<file path="config.mk">
export PLATFORM = sky130hd
export DESIGN_NAME = jtframe_joydb9_tx
export DESIGN_NICKNAME = d
export VERILOG_FILES = /design/src/rtl/jtframe_joydb9_tx.sv
export SDC_FILE = /design/constraint.sdc
export NUM_CORES = 1
export LEC_CHECK = 0
export ABC_CLOCK_PERIOD_IN_PS = 1900
export CORE_ASPECT_RATIO = 0.75
export CORE_MARGIN = 2
export CORE_UTILIZATION = 48
export CTS_BUF_LIST = sky130_fd_sc_hd__clkbuf_4
export DETAILED_ROUTE_END_ITERATION = 8
export MAX_ROUTING_LAYER = met4
export PLACE_DENSITY = 0.77
export REMOVE_ABC_BUFFERS = 1
export SLEW_MARGIN = 10
export SYNTH_ARGS = -nofsm -noshare
export SYNTH_HDL_FRONTEND = slang
export SYNTH_SLANG_ARGS = --single-unit
</file>
<file path="constraint.sdc">
create_clock -name clk -period 1.9 [get_ports clk]
set_input_delay 0.38 -clock clk [delete_from_list [all_inputs] [get_ports clk]]
set_output_delay 0.38 -clock clk [all_outputs]
set_load 0.05 [all_outputs]
</file>
<file path="src/rtl/jtframe_joydb9_tx.sv">
// jtframe_joydb9_tx
// Device-side end of the DB9 serial joystick link. It emulates the external
// shift-register adapter: on the host's load strobe it snapshots two joystick
// states, then presents one line bit per host clock on joy_data.
// The host clock and load inputs are synchronised into clk, and all logic
// runs on clk.
//
// Ports:
//   clk          system clock, at least 8x the joy_clk frequency
//   rst          synchronous, active-high reset
//   joy_clk      host shift clock (asynchronous)
//   joy_load     host load strobe, active-low (asynchronous)
//   joystick1/2  player states, active-high, [5:0] = fire2 fire1 up down left right
//   joy_data     registered serial line to the host, active-low, idles at 1
//   active       high from the first load until the inactivity timeout
//   frame_strobe one-clk pulse once the last data bit of a frame is presented
module jtframe_joydb9_tx #(
    parameter int              LEAD    = 1,
    parameter int              TOW     = 16,
    parameter logic [TOW-1:0]  TIMEOUT = 16'd40000
) (
    input  logic        clk,
    input  logic        rst,
    input  logic        joy_clk,
    input  logic        joy_load,
    input  logic [15:0] joystick1,
    input  logic [15:0] joystick2,
    output logic        joy_data,
    output logic        active,
    output logic        frame_strobe
);

    localparam logic [4:0] IDX_IDLE = 5'd31;
    localparam logic [4:0] IDX_LEAD = 5'(LEAD);
    localparam logic [4:0] IDX_END  = 5'(LEAD + 12);

    logic           clk_m, clk_s, clk_q;
    logic           load_m, load_s;
    logic           rise;
    logic [4:0]     idx;
    logic [5:0]     snap1, snap2;
    logic [TOW-1:0] tcnt;
    logic           step;

    // Only the six mapped bits of each joystick word are serialised.
    logic unused_bits;
    assign unused_bits = ^{joystick1[15:6], joystick2[15:6]};

    assign rise = clk_s & ~clk_q;

    // Line value for frame position i. Each player contributes
    // fire2, fire1, right, left, down, up, inverted onto the line.
    function automatic logic map_bit(input logic [4:0] i,
                                     input logic [5:0] s1,
                                     input logic [5:0] s2);
        logic [4:0] pos;
        logic [5:0] s;
        map_bit = 1'b1;
        pos     = 5'd0;
        s       = s1;
        if (i >= IDX_LEAD && i < IDX_END) begin
            pos = i - IDX_LEAD;
            if (pos >= 5'd6) begin
                s   = s2;
                pos = pos - 5'd6;
            end
            case (pos)
                5'd0:    map_bit = ~s[5];
                5'd1:    map_bit = ~s[4];
                5'd2:    map_bit = ~s[0];
                5'd3:    map_bit = ~s[1];
                5'd4:    map_bit = ~s[2];
                5'd5:    map_bit = ~s[3];
                default: map_bit = 1'b1;
            endcase
        end
    endfunction

    always_ff @(posedge clk) begin
        if (rst) begin
            clk_m        <= 1'b1;
            clk_s        <= 1'b1;
            clk_q        <= 1'b1;
            load_m       <= 1'b1;
            load_s       <= 1'b1;
            idx          <= IDX_IDLE;
            snap1        <= 6'd0;
            snap2        <= 6'd0;
            tcnt         <= '0;
            step         <= 1'b0;
            joy_data     <= 1'b1;
            active       <= 1'b0;
            frame_strobe <= 1'b0;
        end else begin
            clk_m  <= joy_clk;
            clk_s  <= clk_m;
            clk_q  <= clk_s;
            load_m <= joy_load;
            load_s <= load_m;

            joy_data <= map_bit(idx, snap1, snap2);

            // step marks an increment of idx, so the strobe fires only when
            // idx advances onto the end position, never after a reload.
            step         <= 1'b0;
            frame_strobe <= step && (idx == IDX_END);

            if (rise) begin
                tcnt <= '0;
                if (!load_s) begin
                    snap1  <= joystick1[5:0];
                    snap2  <= joystick2[5:0];
                    idx    <= 5'd0;
                    active <= 1'b1;
                end else if (idx != IDX_IDLE) begin
                    idx  <= idx + 5'd1;
                    step <= 1'b1;
                end
            end else if (tcnt == TIMEOUT) begin
                active <= 1'b0;
                idx    <= IDX_IDLE;
            end else begin
                tcnt <= tcnt + 1'b1;
            end
        end
    end

endmodule

</file>
==> impl_metrics.ini <==
[outcome]
outcome = completed

[floorplanning]
die_y_um = 61.1
start_util_pct = 50.9
rows = 20
io_pins = 39
dieArea_um2 = 4900
core_area_um2 = 4100
fp.dieW_um = 80.2

[setup_path]
arrival_ns = 1.46
worstSetupStartpointType = flop
critPathSlowestCell = clkdlybuf4s50_1
crit_buf_inv = 1
slowest_delay_ns = 0.79
cp.required_ns = 1.52
crit_family = buffers and inverters
path_class = flop to output pin
path_max_fanout = 1
cp_cell_sequence = clkdlybuf4s50_1
crit_path_end_kind = output pin

[clock_network]
htree_levels = 2
clk_pin_slew_ns = 0.13
root_buffer = clkbuf_4
ctsHoldBuffers = 0
cts_sinks = 42
clock_latency_ns = 0.35
postCtsSetupRepairBufs = 0
numCtsBuffers = 5
clockBufferDepth = 2
cts_resized = 3
cts_tree = yes

[power]
p_leak_nw = 0.990
seq_power_share_pct = 59.6
p_sw_share_pct = 25.1
p_int_mw = 1.14
p_comb_share_pct = 10.7
peakVddDrop_uv = 377
p_switching_mw = 0.382
pwr-share-clk_pct = 29.7
p_per_area_nw_per_um2 = 615

[place]
place_congestion = 0.805
port-buffer-count = 18
place_area_um2 = 2400
detailed_place_hpwl_um = 2970
preCtsSetupSlack_ns = -0.0103

[timing]
finalHoldViolations = 0
finalSetupViolations = 0
max_slew_margin_pct = 66.7
worst_pin_slew_ns = 0.498
fmax_mhz = 545
period_minus_slack_ns = 1.84
maxSlewViolCount = 0
setup_tns_ns = 0
fin_skew_ns = 0.00764
rsz0062_at_grt = no
fin_crit_sh_pct = 96.6
fin_ws_ns = 0.0642

[global_route]
grt_pass1_wl_um = 6650
antenna_found_initial = 0
gr-usage-met3_pct = 4.55
use_met2_pct = 23.6
grt_max_degree = 17
grt_util_all_layers_pct = 18.4
overflow = 0
grt_busiest_layer = met1
grt_pass1_vias = 1467
grtUsageMet1_pct = 27.4

[min_path]
hp-class = flop to flop

[routing]
wl_um = 4020
wl_per_cell_um = 12.1
drc = 0
firstDrtPassIters = 5
vias_per_cell = 5.27
drtIter0Drc = 121
final_antenna_net_count = 0
vias = 1744

[synth]
ys_seq_area_share_pct = 40.3
synthDistinctLibCells = 50
netlist_top_cells_area = dfxtp_1, a21oi_1, nand2_1, nor2_1, ha_1
synth_edf_count = 0
synth_commonest_cells = dfxtp_1, nand2_1, nor2_1, a21oi_1, clkbuf_1
yosysWarnings = 0
synth_ff_type = dfxtp_1
yosysMostFrequentCell = dfxtp_1
synth_top_area_cell = dfxtp_1
syn_inst = 249
async_flop_share_pct = 0
synth_top_area_share_pct = 40.3
synth-seq-cells = 42
synth.avg_cell_area_um2 = 8.39
netlist_area_um2 = 2090

[layout]
design_area_um2 = 2480
final_nets = 319
drive_gt1_share_pct = 15.9
fin_util_pct = 60.5
diodes = 0
area_delta_synth_final_pct = 18.8

[run]
maxCapViolCount = 0
metrics by stage:
step	instances	hold slack, ns	power [mW]
3_5_place_dp	323	0.393	1.09
2_1_floorplan	233	0.389	1.01
5_1_grt	331	0.446	1.60
6_report	331	0.415	1.52
3_3_place_gp	323	0.393	1.08
4_1_cts	331	0.424	1.53
cells in the final DEF (no fill, tap or decap), types with 2 or more instances in the layout:
master / instances
clkbuf_4: 6
xnor2_1: 2
or2_2: 5
nand2_1: 33
and4_1: 2
or3_1: 2
mux2i_1: 4
a21oi_1: 25
o211ai_1: 2
nand2b_1: 3
o21ai_0: 7
nand4_1: 5
and2_1: 2
and2_2: 2
xor2_1: 10
clkdlybuf4s50_1: 16
dfxtp_2: 2
dfxtp_1: 40
buf_4: 17
inv_1: 8
nor2_1: 27
a21o_1: 2
nor3_1: 4
nand3_1: 5
and3_1: 3
ha_1: 7
a22oi_1: 2
a211o_1: 3
worst paths after layout:
check,start,to,slack (ns),cells after the start
worst max-delay path,frame_strobe,frame_strobe,0.06,1
worst min register to register,load_m,load_s,0.42,1
worst max register to register,idx[0],idx[1],0.09,6
worst min-delay path,load_m,load_s,0.42,1
sequential cells by signal (all words and copies together) (netlist names), 5 cells and up:
register / flops
snap2: 6
idx: 5
snap1: 6
tcnt: 16
routing by layer:
layer | vias up | share of wire, %
met4 | 0 | 1.4
met5 | - | 0
met1 | 781 | 52
met3 | 7 | 5.0
li1 | 903 | -
met2 | 53 | 41
final cells by class:
type / count / area, um^2
Inverter: 8 / 30.0
Timing Repair Buffer: 35 / 309
Fill cell: 383 / 1620
Clock inverter: 2 / 13.8
Multi-Input combinational cell: 183 / 1170
Tap cell: 55 / 68.8
Sequential cell: 42 / 843
Clock buffer: 6 / 45.0
power groups by stage:
stage	clock network, mW	registers (mW)	logic (mW)
global route	0.505	0.911	0.182
global placement	0	0.927	0.156
finish	0.453	0.908	0.164
CTS	0.462	0.908	0.161
detailed placement	0	0.927	0.160
floorplan	0	0.930	0.0794
cell families after synthesis:
group           synth area share, %
compound gates                 15.4
fa+ha+maj                      4.79
flops                          40.3
xor+xnor                       5.45
mux                            3.00
buf+inv                        4.73
simple gates                   26.4
No activity file was read; power rests on OpenSTA's default activity.
